[config.mk]
export PLATFORM = sky130hd
export DESIGN_NAME = debounce_edge_multi
export DESIGN_NICKNAME = d
export VERILOG_FILES = /design/src/rtl/debounce_edge_multi.sv
export SDC_FILE = /design/constraint.sdc
export NUM_CORES = 1
export LEC_CHECK = 0
export CAP_MARGIN = 20
export CORE_MARGIN = 8
export CORE_UTILIZATION = 32
export CTS_BUF_LIST = sky130_fd_sc_hd__clkbuf_16
export DETAILED_ROUTE_END_ITERATION = 16
export SLEW_MARGIN = 20
export SYNTH_ARGS = -nofsm -noshare
export SYNTH_HDL_FRONTEND = slang
export SYNTH_SLANG_ARGS = --single-unit
[constraint.sdc]
create_clock -name clk_in -period 2 [get_ports clk_in]
set_clock_uncertainty 0.05 [all_clocks]
set_input_delay 0.4 -clock clk_in [delete_from_list [all_inputs] [get_ports clk_in]]
set_output_delay 0.4 -clock clk_in [all_outputs]
set_load 0.03 [all_outputs]
[src/rtl/debounce_edge_multi.sv]
// Multi-channel switch debouncer: per-channel synchroniser, tick-rate stability
// counter, debounced level register and single-cycle rise/fall pulses.
module debounce_edge_multi #(
  parameter int N_CH        = 4,
  parameter int STABLE_CNT  = 10,
  parameter int CNT_W       = 4,
  parameter int SYNC_STAGES = 2
) (
  input  logic            clk_in,
  input  logic            reset,
  input  logic            tick_in,
  input  logic [N_CH-1:0] D_in,
  output logic [N_CH-1:0] level_out,
  output logic [N_CH-1:0] rise_pulse,
  output logic [N_CH-1:0] fall_pulse,
  output logic            any_event
);

  localparam logic [CNT_W-1:0] CNT_TERM = CNT_W'(STABLE_CNT - 1);

  logic [SYNC_STAGES-1:0][N_CH-1:0] sync_q;
  logic [N_CH-1:0]                  samp;
  logic [N_CH-1:0][CNT_W-1:0]       cnt_q;
  logic [N_CH-1:0][CNT_W-1:0]       cnt_d;
  logic [N_CH-1:0]                  level_q;
  logic [N_CH-1:0]                  level_d;
  logic [N_CH-1:0]                  rise_q;
  logic [N_CH-1:0]                  rise_d;
  logic [N_CH-1:0]                  fall_q;
  logic [N_CH-1:0]                  fall_d;
  logic                             any_q;
  logic                             any_d;

  // Synchroniser shifts every clock; only the stability logic waits for a tick.
  assign samp = sync_q[SYNC_STAGES-1];

  always_ff @(posedge clk_in or posedge reset) begin
    if (reset) begin
      sync_q <= '0;
    end else begin
      sync_q <= {sync_q[SYNC_STAGES-2:0], D_in};
    end
  end

  // Any sample matching the current level clears the run, so bounce keeps no credit.
  always_comb begin
    cnt_d   = cnt_q;
    level_d = level_q;
    rise_d  = '0;
    fall_d  = '0;
    if (tick_in) begin
      for (int i = 0; i < N_CH; i++) begin
        if (samp[i] == level_q[i]) begin
          cnt_d[i] = '0;
        end else if (cnt_q[i] == CNT_TERM) begin
          level_d[i] = samp[i];
          cnt_d[i]   = '0;
          rise_d[i]  = samp[i];
          fall_d[i]  = ~samp[i];
        end else begin
          cnt_d[i] = cnt_q[i] + CNT_W'(1);
        end
      end
    end
    any_d = |{rise_d, fall_d};
  end

  always_ff @(posedge clk_in or posedge reset) begin
    if (reset) begin
      cnt_q   <= '0;
      level_q <= '0;
      rise_q  <= '0;
      fall_q  <= '0;
      any_q   <= 1'b0;
    end else begin
      cnt_q   <= cnt_d;
      level_q <= level_d;
      rise_q  <= rise_d;
      fall_q  <= fall_d;
      any_q   <= any_d;
    end
  end

  assign level_out  = level_q;
  assign rise_pulse = rise_q;
  assign fall_pulse = fall_q;
  assign any_event  = any_q;

endmodule

==> flow_summary_export.csv, run 1 <==
group,metric,value,unit
worst_setup_path,crit_fanout,3,
run,maxCapViolations,0,
cts,cts_inserted_buffers,5,
grt,gr-total-overflow,0,
layout,layout.nets,178,
worst_setup_path,path_class,"reg -> out",
worst_setup_path,path_cells,"clkdlybuf4s50_1",
yosys,async_reset_ff_share,100,%
place,place_area,0.00188,mm2
worst_setup_path,timing.rr.start,"cnt_q[9]$_DFFE_PP0P_",
place,dp.cells,223,
timing,maxSlewHeadroom,69.8,%
drt,drc,0,
timing,report.final.hold_viol_count,0,
grt,grt_use_total,9.03,%
drt,route.met3.wl,156,um
grt,grt_first_pass_wirelength,5300,um
cts,clk_latency,0.28,ns
die,coreArea,0.00475,mm2
power,ir_worst_vdd,0.501,mV
drt,vias,1050,
layout,diodes,0,
cts,cts_hold_buffers,0,
yosys,netlist_instances,135,
drt,viasPerCell,4.55,
place,dp_hpwl,2110,um
yosys,synth_enable_flop_cells,0,
drt,dr_wl_met2,1510,um
hold_path,hold_path.class,"reg -> reg",
worst_setup_path,cp.arrival,1.41,ns
hold_path,min_to,"samp[0]$_DFF_PP0_",
cts,cts_tree,"done",
grt,antenna_found_initial,0,
timing,period_share,92.9,%
layout,n_fill_cell,478,
yosys,ys_types,27,
cts,cts_resized,0,
yosys,yosys_warnings,0,
place,gp_congestion,0.709,
drt,top_layer_used,"met4",
drt,wire_per_inst,12.6,um
die,ios,20,
hold_path,hp-start,"sync_q[0]$_DFF_PP0_",
timing,fmax,0.538,GHz
worst_setup_path,path_delay_family,"buffers and inverters",
timing,fin_crit,1.86,ns
die,fp.dieW,86.4,um
cts,post-cts-setup-buffers,0,
timing,final_max_slew_viol_count,0,
worst_setup_path,critPathMaxStageDelay,0.71,ns
layout,drive_gt1_share,9.76,%
die,num_rows,25,
grt,grt_max_degree,38,
die,die_h,86.4,um
grt,grt_pass1_vias,1163,
power,p_leak,0.898,nW
cts,cts_sinks,37,
drt,m1WireLength,1200,um
yosys,syn_nets,150,
status,outcome,"complete, no violations",
yosys,synth-main-ff-cell,"dfrtp_1",
cts,max-clock-path-buffers,2,
worst_setup_path,cp_slowest_cell,"clkdlybuf4s50_1",
timing,fin_tns_setup,0,ns
yosys,synth-seq-cells,37,
die,die-area,0.00746,mm2
timing,setup_viol,0,
die,initial_utilization,33.3,%
worst_setup_path,r2r_end,"level_out[2]$_DFFE_PP0P_",
cts,clk_pin_slew,0.05,ns
worst_setup_path,critPathRequiredTime,1.55,ns
yosys,syn_avg_cell_area,11.7,um2
layout,finalNonFillerCells,231,
drt,wirelength,2920,um
worst_setup_path,start_kind,"flop",
drt,dr.pass1.iters,4,
power,cellPowerDensity,861,mW/mm2
drt,antenna_left,0,
timing,worst_slew_pin_slew,0.453,ns
layout,area_growth,27.4,%
worst_setup_path,regToRegSetupSlack,0.35,ns
worst_setup_path,cp-end-kind,"output pin",
drt,drtIter0Drc,16,
hold_path,worstHoldPathCells,0,
timing,rsz0062_at_grt,"false",
yosys,syn-cell-area,0.00159,mm2
yosys,synth-seq-area-share,58.4,%
cts,cts_root_buf,"clkbuf_16",
place,port_buffers,19,
worst_setup_path,rr_worst_depth,5,
cts,htreeDepth,2,
layout,design_area,0.00202,mm2
worst_setup_path,critical_path_buf_inv_count,1,
-- worst max-delay path by stage --
stage	cells past startpoint	start	slack [ns]	end
floorplan	3	level_out[2]$_DFFE_PP0P_	0.35	level_out[2]$_DFFE_PP0P_
global placement	4	tick_in	0.16	level_out[2]$_DFFE_PP0P_
detailed placement	4	tick_in	0.15	level_out[3]$_DFFE_PP0P_
CTS	1	level_out[2]$_DFFE_PP0P_	0.13	level_out[2]
global route	1	level_out[3]$_DFFE_PP0P_	0.08	level_out[3]
finish	1	level_out[2]$_DFFE_PP0P_	0.14	level_out[2]
-- sequential cells by signal, summed over array words and instances, names as in the netlist --
| register | flops |
|---|---|
| rise_pulse | 4 |
| sync_q | 4 |
| cnt_q | 16 |
| any_event | 1 |
| fall_pulse | 4 |
| level_out | 4 |
| samp | 4 |
-- synthesized netlist by cell type, types with 2 or more instances --
cell type  number  area, um2
nor2_1          4       15.0
mux2i_1         5       50.1
nand3_1         5       25.0
nand2b_1        3       18.8
mux2_2          3       33.8
nand4_1         2       12.5
ha_1            8        100
o22ai_1        10       62.6
nand4b_1        3       26.3
dfrtp_1        37        926
nor3b_1         4       30.0
inv_1          18       67.6
nand2_1        10       37.5
nand3b_1        2       15.0
a21oi_1         4       20.0
xor2_1          4       35.0
a31oi_1         2       12.5
o211ai_1        2       15.0
-- report_power, final --
group	total, mW	switching [mW]	internal (mW)
logic	0.180	0.0985	0.0816
registers	0.839	0.0431	0.796
clock network	0.721	0.271	0.449
-- layout by cell type, fill, tap and decap left out --
master           instances
o22ai_1                 10
ha_1                     8
a21oi_1                  4
nand3_1                  5
mux2_2                   3
inv_1                   18
clkdlybuf4s50_1         19
buf_4                    4
xor2_1                   4
xor2_2                   1
or3b_4                   1
nor3b_1                  4
o311ai_1                 1
nand2_1                 10
mux2i_1                  5
nand4b_1                 3
clkinv_2                 1
nor2b_1                  1
nor2_1                   4
xnor2_1                  1
nand2b_1                 3
dfrtp_1                 37
nand3b_1                 2
mux2_4                   1
clkinv_1                 2
nand4_1                  2
or3b_1                   1
clkbuf_16                5
a31oi_1                  2
o211ai_1                 2
-- layout make-up --
class	instances	area [um2]	area share, %
clock inverter	3	12.5	0.620
timing repair buffer	23	220	10.9
inverter	18	67.6	3.35
tap	67	83.8	4.15
sequential	37	926	45.8
multi-input combinational	78	584	28.9
clock buffer	5	125	6.20
-- routing by layer --
metal / track usage, % / up-vias
li1: - / 511
met3: 3.21 / 5
met5: 0 / -
met1: 9.40 / 510
met2: 15.6 / 24
met4: 4.69 / 0
-- per-stage QoR --
stage	worst slack (ns)	util [%]	hold WS (ns)	power, mW
final	0.142	42.5	0.298	1.74
after global routing	0.0837	42.5	0.306	1.84
after CTS	0.129	42.5	0.301	1.77
after floorplan	0.351	-	0.281	0.971
after global placement	0.162	39.6	0.282	1.02
after detailed placement	0.146	39.6	0.288	1.03
-- worst reg2reg max path: stages (launching register included) --
cell and delay [ns]:
dfrtp_1 0.39, inv_1 0.09, ha_1 0.15, nand3b_1 0.13, or3b_4 0.42, mux2_4 0.30
-- cell families after synthesis --
kind of cell,Yosys count,synth area share [%]
flip-flops,37,58.4
buffers and inverters,20,4.73
multiplexers,9,6.23
AO/OA/AOI/OAI,19,7.50
adder cells (fa/ha/maj),8,6.31
AND/OR/NAND/NOR,36,13.0
XOR/XNOR,6,3.79
Power figures use the tool's default switching activity.
==> run 2, diff against run 1 <==
CAP_MARGIN = not set   (was 20)
SKIP_CTS_REPAIR_TIMING = 1   (was not set)
==> results of run 2 <==
Same layout as run 1: the final DEF is identical, and so are final timing and power.
